File: config.mk
export PLATFORM = sky130hd
export DESIGN_NAME = apb_add_master
export DESIGN_NICKNAME = d
export VERILOG_FILES = /design/src/rtl/apb_add_master.sv
export SDC_FILE = /design/constraint.sdc
export NUM_CORES = 1
export LEC_CHECK = 0
export BUFFER_PORTS_ARGS = -buffer_cell sky130_fd_sc_hd__buf_4
export CAP_MARGIN = 15
export CORE_ASPECT_RATIO = 1.2
export CORE_MARGIN = 1.5
export CORE_UTILIZATION = 34
export DETAILED_ROUTE_END_ITERATION = 8
export PLACE_DENSITY = 0.67
export SLEW_MARGIN = 20
export SYNTH_ARGS = -nofsm -noshare
export SYNTH_HDL_FRONTEND = slang
export SYNTH_SLANG_ARGS = --single-unit
File: constraint.sdc
create_clock -name pclk -period 2.6 [get_ports pclk]
set_input_delay 0.39 -clock pclk [delete_from_list [all_inputs] [get_ports pclk]]
set_output_delay 0.39 -clock pclk [all_outputs]
set_load 0.02 [all_outputs]
File: src/rtl/apb_add_master.sv
// apb_add_master
//   APB (AMBA3, no PPROT/PSTRB) requester for a read-increment-write helper.
//   A READ command fetches TARGET_ADDR and keeps the returned word internally;
//   a WRITE command stores (kept word + INCR) back to the same address.
//
// Ports
//   pclk       in   1       APB clock, rising edge
//   preset_n   in   1       synchronous active-low reset
//   add_i      in   2       00 NOP, 01 READ, 11 WRITE, 10 NOP
//   psel_o     out  1       APB select
//   penable_o  out  1       APB enable (access phase)
//   paddr_o    out  ADDR_W  APB address
//   pwrite_o   out  1       1 = write, 0 = read
//   pwdata_o   out  DATA_W  APB write data
//   prdata_i   in   DATA_W  APB read data
//   pready_i   in   1       completer ready, low inserts a wait state
//   pslverr_i  in   1       completer error   (APB_ADD_PSLVERR_EN only)
//   err_o      out  1       sticky error flag (APB_ADD_PSLVERR_EN only)
//
// Configuration
//   APB_ADD_PSLVERR_EN : when defined, adds pslverr_i/err_o. An erroring read
//   leaves the kept word untouched and sets err_o until reset.

module apb_add_master #(
  parameter int unsigned       ADDR_W      = 32,
  parameter int unsigned       DATA_W      = 32,
  parameter logic [ADDR_W-1:0] TARGET_ADDR = 'hA000,
  parameter logic [DATA_W-1:0] INCR        = 1
) (
  input  logic              pclk,
  input  logic              preset_n,
  input  logic [1:0]        add_i,
  output logic              psel_o,
  output logic              penable_o,
  output logic [ADDR_W-1:0] paddr_o,
  output logic              pwrite_o,
  output logic [DATA_W-1:0] pwdata_o,
  input  logic [DATA_W-1:0] prdata_i,
  input  logic              pready_i
`ifdef APB_ADD_PSLVERR_EN
  ,
  input  logic              pslverr_i,
  output logic              err_o
`endif
);

  typedef enum logic [1:0] {StIdle, StSetup, StAccess} state_e;

  state_e            r_state;
  logic [DATA_W-1:0] r_rdata;

  logic [DATA_W-1:0] w_wdata;
  logic              w_rd_ok;

  // Wraps modulo 2^DATA_W by construction.
  assign w_wdata = r_rdata + INCR;

`ifdef APB_ADD_PSLVERR_EN
  assign w_rd_ok = ~pslverr_i;
`else
  assign w_rd_ok = 1'b1;
`endif

  always_ff @(posedge pclk) begin
    if (!preset_n) begin
      r_state   <= StIdle;
      r_rdata   <= '0;
      psel_o    <= 1'b0;
      penable_o <= 1'b0;
      paddr_o   <= '0;
      pwrite_o  <= 1'b0;
      pwdata_o  <= '0;
`ifdef APB_ADD_PSLVERR_EN
      err_o     <= 1'b0;
`endif
    end else begin
      case (r_state)
        StIdle: begin
          psel_o    <= 1'b0;
          penable_o <= 1'b0;
          // Commands are only looked at here; anything seen mid-transfer is dropped.
          if (add_i == 2'b01) begin
            r_state  <= StSetup;
            psel_o   <= 1'b1;
            paddr_o  <= TARGET_ADDR;
            pwrite_o <= 1'b0;
            pwdata_o <= '0;
          end else if (add_i == 2'b11) begin
            r_state  <= StSetup;
            psel_o   <= 1'b1;
            paddr_o  <= TARGET_ADDR;
            pwrite_o <= 1'b1;
            pwdata_o <= w_wdata;
          end
        end

        StSetup: begin
          penable_o <= 1'b1;
          r_state   <= StAccess;
        end

        StAccess: begin
          // paddr/pwrite/pwdata are simply not touched, so they stay stable.
          if (pready_i) begin
            psel_o    <= 1'b0;
            penable_o <= 1'b0;
            r_state   <= StIdle;
            if (!pwrite_o && w_rd_ok) begin
              r_rdata <= prdata_i;
            end
`ifdef APB_ADD_PSLVERR_EN
            if (pslverr_i) begin
              err_o <= 1'b1;
            end
`endif
          end
        end

        default: begin
          r_state   <= StIdle;
          psel_o    <= 1'b0;
          penable_o <= 1'b0;
        end
      endcase
    end
  end

endmodule

==> results.yml <==
timing:
  finalMaxSlewViolations: 0
  hold_ws_ns: 0.324
  clock_skew_ns: 0.00286
  hold_viol: 0
  tightestPinTransition_ns: 0.807
  fin_crit_ns: 2.13
  finalCritPeriodShare_pct: 82.1
  fmax_mhz: 468
  slew_headroom_pct: 46.1
  rsz0062_at_grt: "false"
  fin_setup_tns_ns: 0
  setup_viol: 0
floorplanning:
  die_y_um: 111
  initial_core_util_pct: 34.8
  die_x_um: 93.1
  core_sq_um: 9520
  dieArea_sq_um: 10400
  num_rows: 39
  ioPinCount: 104
job:
  maxCapViolCount: 0
pwr:
  p_clk_share_pct: 46.9
  p_per_area_nw_per_um2: 592
  power_uw: 2460
  ir_drop_mv: 0.348
  p_comb_share_pct: 7.8
  p_sw_share_pct: 21.9
  p_int_uw: 1920
  netSwitchingPower_uw: 538
  seq_power_share_pct: 45.2
  power_leakage_uw: 0.00152
worst_setup_path:
  slowest_stage: "or4b_1"
  max_stage_delay_ns: 0.73
  crit_type: "register to register"
  crit_family: "simple AND/OR/NAND/NOR gates"
  path_cells: "ha_1 > nand2_1 > or4b_1 > nor3_2 > xnor2_1 > o21ai_2"
  cp.buffers_inverters: 0
  arrival_ns: 2.32
  cp_max_fo: 7
  crit_path_start_kind: "register"
  r2r_slack_ns: 0.47
  cp_data_required_time_ns: 2.79
  cp-end-kind: "register"
clocking:
  cts_tree: "built"
  cts_sinks: 70
  clk_pin_slew_ns: 0.05
  cts_root_buf: "clkbuf_16"
  clockBufferDepth: 2
  clk_latency_ns: 0.32
  holdBufCountCts: 0
  cts_resized: 0
  htree_levels: 3
  numCtsBuffers: 9
  cts_setup_buffers: 0
synth:
  yosysTopAreaCell: "dfxtp_1"
  ys_warn_count: 0
  synth_common_cells: "nand2_1, dfxtp_1, a21boi_0"
  synth_edf_count: 0
  synth_cell_types: 38
  async_reset_ff_share_pct: 0
  synth_compound_area_share_pct: 14.3
  synthesis.area_sq_um: 3310
  synth_seq_cells: 70
  synthXorXnorAreaFrac_pct: 7.93
  synth_cells: 395
  seq_area_frac_synth_pct: 42.3
  synth.area.top_cells: "dfxtp_1, nand2_1, a21boi_0, buf_4, xnor2_1"
  synth_mux_area_share_pct: 0
  yosysMostFrequentCell: "nand2_1"
  synth_adder_area_share_pct: 0.378
  synthFlopType: "dfxtp_1"
  yosys.area_share.simple_pct: 24.7
  synth_top_area_share_pct: 42.3
  syn_area_per_cell_sq_um: 8.39
  synth_top_family_by_area: "simple AND/OR/NAND/NOR gates"
placed_design:
  port_buffers: 73
  dpl.hpwl_um: 5750
  gp_congestion: 0.792
cells_and_area:
  finalNetCount: 500
  area_delta_synth_final_pct: 25.4
  drive_gt1_share_pct: 22.4
  num_antenna_cells: 0
routing:
  via_count: 2746
  wirelength_um: 7660
  dr.pass1.iters: 4
  drc: 0
  vias_per_cell: 4.68
  routedWlPerCell_um: 13.1
  drtIter0Drc: 83
  drt.antenna.violating_nets: 0
grt:
  gr-usage-all-layers_pct: 15.5
  antenna_found_initial: 0
  grt_max_degree: 45
  grt_pass1_vias: 2664
  overflow: 0
  grt_pass1_wl_um: 12500
min_path:
  hold_path.class: "input pin to register"
run_status:
  status: "finished, final reports clean"
metal layers:
metal	global-route usage [%]	up-vias	wire length [um]
li1	-	1395	-
met1	19.3	1262	3440
met2	25.4	79	3710
met3	2.40	10	336
met4	7.88	0	177
met5	0	-	0
power groups by stage:
stage / clock network [uW] / registers, uW / logic, uW
2_1_floorplan: 0 / 1140 / 142
3_3_place_gp: 0 / 1130 / 193
3_5_place_dp: 0 / 1130 / 193
4_1_cts: 1180 / 1110 / 193
5_1_grt: 1230 / 1110 / 210
6_report: 1150 / 1110 / 192
state kept, by name (all words and copies together), names as in the netlist:
name / cells
pwdata_o: 32
r_rdata: 32
r_state: 2
paddr_o: 1
penable_o: 1
psel_o: 1
pwrite_o: 1
cells by family after synthesis:
logic type               after synthesis
AND/OR/NAND/NOR                      167
flip-flops                            70
AO/OA/AOI/OAI                         69
buffers and inverters                 57
XOR/XNOR                              30
adder cells (fa/ha/maj)                1
other                                  1
through the flow:
stage	instance area [sq um]	cells	util (%)	worst slack, ns
after floorplan	3420	424	-	0.758
after global placement	3880	574	40.7	0.533
after detailed placement	3880	574	40.7	0.480
after CTS	4160	587	43.7	0.472
after global routing	4160	587	43.7	0.342
final	4160	587	43.7	0.465
cell type report:
class	instances	area, sq um
fill	979	5360
timing repair buffer	79	606
multi-input combinational	297	1700
tap	123	154
inverter	5	18.8
clock buffer	11	243
sequential	70	1400
clock inverter	2	35.0
placed cells by master, fill, tap and decap left out, types with 2 or more instances in the layout:
master	instances
a21boi_0	35
a22oi_1	4
and2_1	3
and3_1	7
and4_1	4
buf_4	78
clkbuf_16	9
conb_1	30
dfxtp_1	70
inv_1	5
nand2_1	99
nand3_1	14
nand4_1	5
nor2_1	4
nor2b_1	6
nor3_1	5
nor3_2	7
nor4_1	6
o21a_1	3
o21ai_0	12
o21ai_1	9
o21ai_2	2
xnor2_1	26
xor2_1	4
worst paths after layout:
path                                                start                        end  depth (start not counted)
worst min-delay path                         prdata_i[24]   r_rdata[24]$_SDFFE_PN0P_                          3
worst max-delay path              r_rdata[0]$_SDFFE_PN0P_  pwdata_o[26]$_SDFFE_PN0P_                          6
worst min register to register  pwdata_o[25]$_SDFFE_PN0P_  pwdata_o[25]$_SDFFE_PN0P_                          2
worst max register to register    r_rdata[0]$_SDFFE_PN0P_  pwdata_o[26]$_SDFFE_PN0P_                          6
worst min-delay path: cells and delay by family:
kind	cells	cell delay (ns)
compound gates	1	0.06
buf+inv	1	0.11
simple gates	1	0.04
(Power assumes the default switching activity.)
